<file path="config.mk">
export PLATFORM = sky130hd
export DESIGN_NAME = sync_fifo_fwft_status
export DESIGN_NICKNAME = d
export VERILOG_FILES = /design/src/rtl/sync_fifo_fwft_status_pkg.sv /design/src/rtl/sync_fifo_fwft_status_sdp_ram.sv /design/src/rtl/sync_fifo_fwft_status.sv
export SDC_FILE = /design/constraint.sdc
export NUM_CORES = 1
export LEC_CHECK = 0
export ABC_AREA = 0
export CORE_ASPECT_RATIO = 1.75
export CORE_MARGIN = 2
export CORE_UTILIZATION = 65
export CTS_BUF_LIST = sky130_fd_sc_hd__clkbuf_2 sky130_fd_sc_hd__clkbuf_4 sky130_fd_sc_hd__clkbuf_8
export CTS_CLUSTER_DIAMETER = 80
export DETAILED_ROUTE_END_ITERATION = 10
export DONT_BUFFER_PORTS = 1
export PLACE_DENSITY = 0.81
export SYNTH_ARGS = -nofsm -noshare
export SYNTH_HDL_FRONTEND = slang
export SYNTH_SLANG_ARGS = --single-unit
</file>
<file path="constraint.sdc">
create_clock -name clk -period 3.55 [get_ports clk]
set_clock_uncertainty 0.2 [all_clocks]
set_input_delay 0.355 -clock clk [delete_from_list [all_inputs] [get_ports clk]]
set_output_delay 0.355 -clock clk [all_outputs]
set_load 0.05 [all_outputs]
</file>
<file path="src/rtl/sync_fifo_fwft_status_pkg.sv">
// Shared types and helpers for the FWFT status FIFO.
//   fifo_flags_t : sticky error flags (overflow, underflow)
//   ptr_inc      : pointer advance with explicit wrap at depth-1 (any depth)
package sync_fifo_fwft_status_pkg;

  typedef struct packed {
    logic overflow;
    logic underflow;
  } fifo_flags_t;

  function automatic logic [31:0] ptr_inc(input logic [31:0] ptr, input logic [31:0] depth);
    return (ptr == depth - 32'd1) ? 32'd0 : ptr + 32'd1;
  endfunction

endpackage

</file>
<file path="src/rtl/sync_fifo_fwft_status_sdp_ram.sv">
// Simple dual-port RAM, DEPTH x DATA_WIDTH, any depth.
//   clk          : clock
//   we/waddr/wdata : write port
//   re/raddr     : read port; rdata registered and held while re is low
module sync_fifo_fwft_status_sdp_ram #(
  parameter int DATA_WIDTH = 8,
  parameter int DEPTH      = 16,
  parameter int AW         = 4
) (
  input  logic                  clk,
  input  logic                  we,
  input  logic [AW-1:0]         waddr,
  input  logic [DATA_WIDTH-1:0] wdata,
  input  logic                  re,
  input  logic [AW-1:0]         raddr,
  output logic [DATA_WIDTH-1:0] rdata
);

  logic [DATA_WIDTH-1:0] mem [DEPTH];

  always_ff @(posedge clk) begin
    if (we) mem[waddr] <= wdata;
    if (re) rdata <= mem[raddr];
  end

endmodule

</file>
<file path="src/rtl/sync_fifo_fwft_status.sv">
// First-word-fall-through synchronous FIFO with occupancy, runtime almost
// thresholds and sticky overflow/underflow flags.
//   clk, rst (sync, active-high), i_clr (sync flush)
//   i_wr_en/i_wr_data, o_full    : write side; a write while full is accepted
//                                  only if a read happens in the same cycle
//   i_rd_en/o_rd_data, o_empty   : read side; head word shown while !o_empty
//   o_count                      : occupancy 0..DEPTH
//   i_afull_thresh/o_almost_full : o_count >= threshold
//   i_aempty_thresh/o_almost_empty : o_count <= threshold
//   o_overflow/o_underflow       : sticky until rst or i_clr
module sync_fifo_fwft_status
  import sync_fifo_fwft_status_pkg::*;
#(
  parameter int DATA_WIDTH = 8,
  parameter int DEPTH      = 16,
  parameter int CW         = $clog2(DEPTH + 1)
) (
  input  logic                  clk,
  input  logic                  rst,
  input  logic                  i_clr,
  input  logic                  i_wr_en,
  input  logic [DATA_WIDTH-1:0] i_wr_data,
  output logic                  o_full,
  input  logic                  i_rd_en,
  output logic [DATA_WIDTH-1:0] o_rd_data,
  output logic                  o_empty,
  output logic [CW-1:0]         o_count,
  input  logic [CW-1:0]         i_afull_thresh,
  input  logic [CW-1:0]         i_aempty_thresh,
  output logic                  o_almost_full,
  output logic                  o_almost_empty,
  output logic                  o_overflow,
  output logic                  o_underflow
);

  localparam int AW = (DEPTH > 1) ? $clog2(DEPTH) : 1;

  logic [AW-1:0]         wr_ptr, rd_ptr, wr_ptr_nxt, rd_ptr_nxt;
  logic [CW-1:0]         count;
  fifo_flags_t           flags;
  logic [DATA_WIDTH-1:0] bypass_q, ram_q;
  logic                  sel_bypass;
  logic                  rd_ok, wr_ok, bypass_load, ram_re, ram_we;

  assign o_empty = (count == '0);
  assign o_full  = (count == CW'(DEPTH));
  assign rd_ok   = i_rd_en & ~o_empty;
  assign wr_ok   = i_wr_en & (~o_full | rd_ok);

  assign wr_ptr_nxt = AW'(ptr_inc(32'(wr_ptr), 32'(DEPTH)));
  assign rd_ptr_nxt = AW'(ptr_inc(32'(rd_ptr), 32'(DEPTH)));

  // The incoming word becomes the head directly when nothing else will be
  // ahead of it next cycle; otherwise the head is prefetched from RAM.
  assign bypass_load = wr_ok & (o_empty | ((count == CW'(1)) & rd_ok));
  assign ram_re      = ~rst & ~i_clr & rd_ok & (count >= CW'(2));
  assign ram_we      = ~rst & ~i_clr & wr_ok;

  sync_fifo_fwft_status_sdp_ram #(
    .DATA_WIDTH (DATA_WIDTH),
    .DEPTH      (DEPTH),
    .AW         (AW)
  ) u_ram (
    .clk   (clk),
    .we    (ram_we),
    .waddr (wr_ptr),
    .wdata (i_wr_data),
    .re    (ram_re),
    .raddr (rd_ptr_nxt),
    .rdata (ram_q)
  );

  always_ff @(posedge clk) begin
    if (rst || i_clr) begin
      wr_ptr     <= '0;
      rd_ptr     <= '0;
      count      <= '0;
      flags      <= '0;
      sel_bypass <= 1'b1;
      bypass_q   <= '0;
    end else begin
      if (wr_ok) wr_ptr <= wr_ptr_nxt;
      if (rd_ok) rd_ptr <= rd_ptr_nxt;
      if (wr_ok && !rd_ok)      count <= count + CW'(1);
      else if (rd_ok && !wr_ok) count <= count - CW'(1);
      if (i_wr_en && !wr_ok) flags.overflow  <= 1'b1;
      if (i_rd_en && o_empty) flags.underflow <= 1'b1;
      if (bypass_load) begin
        bypass_q   <= i_wr_data;
        sel_bypass <= 1'b1;
      end else if (ram_re) begin
        sel_bypass <= 1'b0;
      end
    end
  end

  // Both sources and the select are registers, so the head has no
  // combinational path from the write data or read enable.
  assign o_rd_data      = sel_bypass ? bypass_q : ram_q;
  assign o_count        = count;
  assign o_almost_full  = (count >= i_afull_thresh);
  assign o_almost_empty = (count <= i_aempty_thresh);
  assign o_overflow     = flags.overflow;
  assign o_underflow    = flags.underflow;

endmodule

</file>
# Word level (Yosys, flattened, before mapping)
# Memory sizes are Yosys's and may differ from the RTL's. A register that Yosys moved wholly into a read port is not among the register bits.
# Cells that the tools add are included.
[op_classes]
add_sub_neg = 4
n_lt_le_gt_ge = 3
n_eq_ne = 4
mux = 7
bitwise_logic = 14
n_reduce_logical = 10
[op_table]
columns = ["operator", "count"]
rows = [
  ["2-to-1 mux 5 bit", 2],
  ["adder 4 x 1 -> 4 bit, second input constant", 2],
  ["bitwise AND 1 bit", 8],
  ["equality test 4 bit, second input constant", 2],
  ["2-to-1 mux 4 bit", 2],
  ["2-to-1 mux 8 bit", 1],
  ["adder 5 x 1 -> 5 bit, second input constant", 1],
  ["equality test 5 x 1 -> 1 bit, second input constant", 1],
  ["equality test 5 bit, second input constant", 1],
  [">= comparator 5 x 2 -> 1 bit, second input constant", 1],
  [">= comparator 5 bit", 1],
  ["less-or-equal comparator 5 bit", 1],
  ["logical NOT 5 bit", 1],
  ["subtractor 5 x 1 -> 5 bit, second input constant", 1],
  ["logical AND 1 bit", 4],
  ["NOT 1 bit", 4],
  ["logical NOT 1 bit", 2],
  ["2-to-1 mux 1 bit", 2],
  ["OR 1 bit", 2],
  ["nonzero test 2 bit", 1],
  ["OR reduction 2 bit", 1],
  ["logical OR 1 bit", 1],
]
[totals]
register_bits = 24
ram_bits = 128
inputBits = 23
out_inout_bits = 19
elab_cells = 50
memories = 1
[mem_list]
columns = ["name", "words", "word_bits", "read_ports", "rd_clocked_by_memory_dff", "write_ports", "line", "text"]
rows = [
  ["u_ram.mem", 16, 8, 1, 1, 1, "sync_fifo_fwft_status_sdp_ram.sv:19", "logic [DATA_WIDTH-1:0] mem [DEPTH];"],
]

# Longest topological paths before layout
[logic_depth]
word_depth = 9
ltp_mapped = 10
mapped_depth_nobuf = 10

# Cells and area by module
# Synthesis repeated with hierarchy kept, for this count alone.
[hier_totals]
cells_unflattened = 399
area_unflattened_um2 = 6707.7
[by_module_without_submodules]
columns = ["mod", "n_inst", "cells_per_inst", "area_per_inst_um2", "seq_area_each_um2"]
rows = [
  ["sync_fifo_fwft_status_sdp_ram", 1, 229, 5227.5, 4083.9],
  ["sync_fifo_fwft_status", 1, 170, 1480.2, 480.5],
]

# Least setup slack after synthesis
# OpenSTA, ideal clock, no wires.
[synth_timing]
path_type = "register to register"
startpoint = "register count[0] (netlist: o_count[0])"
endpoint = "register count[4] (netlist: o_count[4])"
setup_time_ps = 128
t_arrival_ps = 2860
required_ps = 3222
setup_slack_ps = 362
stages_incl_launch_ff = 10
path_buffers = 0
period_less_slack_ps = 3188
cell_sequence = "dfxtp_1 > inv_1 > ha_1 > a21boi_1 > inv_1 > ha_1 > or4b_2 > a21oi_1 > xnor2_1 > nor2_1"
[synth_between]
elab_chain_cells = 8
word_cells_on_any_way = 16
classes_between = "2 x add/sub; 1 x eq/ne; 2 x mux; 5 x bitwise; 6 x reduce/logical"
[synth_rtl]
columns = ["element", "line", "text"]
rows = [
  ["from (decl)", "sync_fifo_fwft_status.sv:39", "logic [CW-1:0] count;"],
  ["from (signal assigned)", "sync_fifo_fwft_status.sv:84", "if (wr_ok && !rd_ok) count <= count + CW'(1);"],
  ["from (signal assigned)", "sync_fifo_fwft_status.sv:85", "else if (rd_ok && !wr_ok) count <= count - CW'(1);"],
  ["logical NOT 5 bit", "sync_fifo_fwft_status.sv:45", "assign o_empty = (count == '0);"],
  ["NOT 1 bit", "sync_fifo_fwft_status.sv:47", "assign rd_ok = i_rd_en & ~o_empty;"],
  ["bitwise AND 1 bit", "sync_fifo_fwft_status.sv:47", ""],
  ["OR 1 bit", "sync_fifo_fwft_status.sv:48", "assign wr_ok = i_wr_en & (~o_full | rd_ok);"],
  ["bitwise AND 1 bit", "sync_fifo_fwft_status.sv:48", ""],
  ["logical NOT 1 bit", "sync_fifo_fwft_status.sv:85", ""],
  ["logical AND 1 bit", "sync_fifo_fwft_status.sv:85", ""],
  ["nonzero test 2 bit (no line)", "--", ""],
]
# Several ways; a longest one is shown, not always the timed one. The select of a mux whose other input is x is not followed.
# A chain may end at the register's enable or synchronous reset.

# Worst setup path in the final report
[layout_timing]
startpoint = "register rd_ptr[1]"
endpoint = "register u_ram.rdata[4], read port of u_ram.mem (data pin)"
[layout_between]
elab_chain_cells = 2
word_cells_on_any_way = 3
classes_between = "1 x add/sub; 1 x eq/ne; 1 x mux"
[layout_rtl]
columns = ["element", "line", "text"]
rows = [
  ["from (decl)", "sync_fifo_fwft_status.sv:38", "logic [AW-1:0] wr_ptr, rd_ptr, wr_ptr_nxt, rd_ptr_nxt;"],
  ["from (signal assigned)", "sync_fifo_fwft_status.sv:83", "if (rd_ok) rd_ptr <= rd_ptr_nxt;"],
  ["adder 4 x 1 -> 4 bit / equality test 4 bit (equally long branches)", "sync_fifo_fwft_status_pkg.sv:12", "return (ptr == depth - 32'd1) ? 32'd0 : ptr + 32'd1;"],
  ["2-to-1 mux 4 bit *", "sync_fifo_fwft_status_pkg.sv:12", ""],
  ["to (decl)", "sync_fifo_fwft_status_sdp_ram.sv:16", "output logic [DATA_WIDTH-1:0] rdata"],
]
# Every way passes the cells marked *; elsewhere a longest branch is shown, timed or not.

==> results by group <==
Outcome
  • Status: finished, final reports clean

Clock network
  • Clk sink count: 160
  • H-tree Lvls: 4
  • TritonCTS clock tree: done
  • Worst-path clk slew: 0.08 ns
  • Root Driver: clkbuf_8
  • Worst-Skew Late Latency: 0.46 ns
  • Post-CTS sizing: 0
  • Clk buf depth: 2
  • CTS buffer count: 17

Synthesis
  • Post-synthesis sequential area ratio: 0.660
  • Top cell type's share of synthesized area: 0.590
  • Synth cell types: 51
  • Syn nets: approximately 570
  • Syn Inst Count: 521
  • Synth warnings: 0
  • Top_reg_cell synth: edfxtp_1
  • Count leader, synth: edfxtp_1
  • Largest area contributor in the netlist: edfxtp_1
  • Synthesized area per cell: 13.3 sq um
  • Post-synth EDFFs: 136
  • Post-synth top cells: edfxtp_1 (136), nand2_1 (71), nor2_1 (40)
  • Area contributors post-synth: edfxtp_1 (59%), dfxtp_1 (6.9%), nand2_1 (3.9%), ha_1 (3.8%), mux2i_1 (2.9%)
  • Synthesized area: 0.00692 sq mm
  • Async S/R FF share, synth: 0
  • Seq cells post-synth: 160

Critical path
  • R2r setup slk: 0.62 ns
  • Crit path capture: u_ram.rdata[4]
  • Kind of critical path: reg -> reg
  • CP required: 3.54 ns
  • Worst reg2reg path depth: 7
  • Crit end category: flop
  • Worst r2r dst: u_ram.rdata[4]
  • CP arrival: ~2.9 ns
  • Worst-path fanout max: 19
  • CP startpoint: rd_ptr[1]
  • CP Launch Type: flop
  • Worst r2r src: rd_ptr[1]

STA
  • Least-Margin Pin Slew: ~0.96 ns
  • Unrepaired setup endpoints after global routing: false
  • Final setup fails: 0
  • Post-route minimum period: 2.93 ns
  • Max-slew violations: 0
  • Max-Slew Margin vs Limit: 0.357
  • Fin crit share: 0.826
  • FMAX: between 0.3 and 0.4 GHz
  • Final hold violations: 0
  • Final setup TNS: 0 ns

Route
  • Routed Wire Length: 15,700 microns
  • Via density: between 6 and 7
  • DRC: 0
  • Initial detailed-routing violation count: 438
  • Pre-antenna DRT Iters: 5
  • Vias post-DR: 4,458
  • ANT nets after route: 0
  • Routed len/inst: around 23 microns

Floorplan
  • Die span in y: 140 microns
  • Rows: 49
  • Die ar.: 0.0115 sq mm
  • Top Ports: between 40 and 50
  • Initial Utilization: 0.672
  • Core Region: 0.0103 sq mm
  • Die W: 82.0 microns

Place
  • Dpl hpwl: 10,800 microns
  • I/O Buffers: 0
  • GP Congestion: about 0.94

Layout
  • Final Net Count: 585
  • Share of cells above drive strength 1: 0.132
  • Reg area: approximately 0.0046 sq mm
  • Area of the multi-input gates: 0.00216 sq mm
  • Fill count: 640
  • Diode count: 0
  • Area Growth Syn to Fin: 9.19%

Global routing
  • Total track usage: 0.291
  • Largest net degree at the start of global routing: 41
  • GRT overflow: 0
  • First-pass GRT wire length: 23,400 microns
  • Grt met1 use: 0.315
  • Layer with the highest usage: met2
  • Met2 Usage GRT: 0.501
  • Vias in the first global route: 4,378
  • Antenna violations before repair: 0
  • Met3 Use GR: 0.0702

Run
  • Max_cap viols: 0

Pwr
  • Overall power: about 0.0039 W
  • Leak: approximately 2.6 nW
  • PD cells: 517 mW/mm^2
  • Peak VDD IR: between 0.3 and 0.4 mV

Worst hold path
  • Hold Crit Class: in -> reg
## kinds of logic after synthesis
| kind of cell | count (synthesis) | share of synthesized area |
|---|---|---|
| mux | 38 | 0.0680 |
| xor+xnor | 8 | 0.0128 |
| fa+ha+maj | 21 | 0.0380 |
| flops | 160 | 0.660 |
| buf+inv | 42 | 0.0289 |
| compound gates | 95 | 0.0948 |
| simple gates | 157 | 0.0978 |
## worst min path at each step
stage	depth (start not counted)	end	slack (ns)	startpoint
floorplan	0	u_ram.mem[0][0]	0.25	i_wr_data[0]
global placement	0	u_ram.mem[13][6]	0.25	i_wr_data[6]
detailed placement	0	u_ram.mem[12][6]	0.25	i_wr_data[6]
CTS	4	wr_ptr[1]	0.05	i_wr_en
global route	4	wr_ptr[1]	0.11	i_wr_en
finish	4	wr_ptr[1]	0.06	i_wr_en
## metrics by stage
stage / instances / hold WS [ns] / setup WS, ns / utilization / instance area, sq um
floorplan: 521 / 0.254 / 0.362 / - / 6920
global route: 681 / 0.107 / 0.500 / 0.733 / 7550
CTS: 681 / 0.0457 / 0.601 / 0.733 / 7550
finish: 681 / 0.0629 / 0.617 / 0.733 / 7550
detailed placement: 639 / 0.255 / 0.646 / 0.686 / 7070
global placement: 639 / 0.255 / 0.792 / 0.686 / 7070
## placed cells by master, fill, tap and decap left out, drive strengths merged, types with 6 or more instances in the layout
cell type | synthesis | layout
a21oi | 30 | 30
edfxtp | 136 | 136
mux4 | 6 | 6
inv | 16 | 19
dlygate4sd3 | 0 | 10
ha | 21 | 21
nand3 | 16 | 16
nor3 | 15 | 15
nand2 | 71 | 71
a211oi | 8 | 8
o22ai | 9 | 9
mux2i | 20 | 20
buf | 15 | 17
dfxtp | 24 | 24
o21ai | 13 | 13
clkbuf | 11 | 21
mux2 | 12 | 12
nor2 | 40 | 40
## critical path, stage by stage (launching register included)
cell      delay, ns
dfxtp_1        0.40
ha_1           0.55
a31oi_4        0.31
buf_4          0.31
o21ai_0        0.19
a21oi_1        0.11
a211oi_1       0.42
o22ai_1        0.16
## sequential cells by signal, summed over array words and instances (netlist names), 4 cells and up
name	cells
bypass_q	8
o_count	5
rd_ptr	4
u_ram.mem	128
u_ram.rdata	8
wr_ptr	4
## where the power goes
group | switching, W | internal [W] | total (W) | leakage (nW)
clock network | 0.000638 | 0.000662 | 0.00130 | 0.205
logic | 0.000342 | 0.000175 | 0.000518 | 1.02
registers | 0.0000251 | 0.00206 | 0.00209 | 1.42
## layer usage
| metal | part of all wire | vias up |
|---|---|---|
| met5 | 0 | - |
| met4 | 0.053 | 0 |
| met3 | 0.057 | 48 |
| met2 | 0.55 | 234 |
| met1 | 0.34 | 2187 |
| li1 | - | 1989 |
## cell type report
| cell class | count | area share |
|---|---|---|
| clock buffer | 21 | 0.0358 |
| clock inverter | 11 | 0.0151 |
| inverter | 16 | 0.00795 |
| multi-input combinational | 319 | 0.286 |
| sequential | 160 | 0.604 |
| tap | 127 | 0.0210 |
| timing repair buffer | 27 | 0.0301 |
## timing repair
| action | CTS | global route |
|---|---|---|
| setup buffers | 0 | 0 |
| setup endpoints to repair | 0 | 0 |
| hold buffers | 10 | 0 |
| hold endpoints to repair | 138 | 0 |
Note: power is estimated with default switching activity, not from simulation.
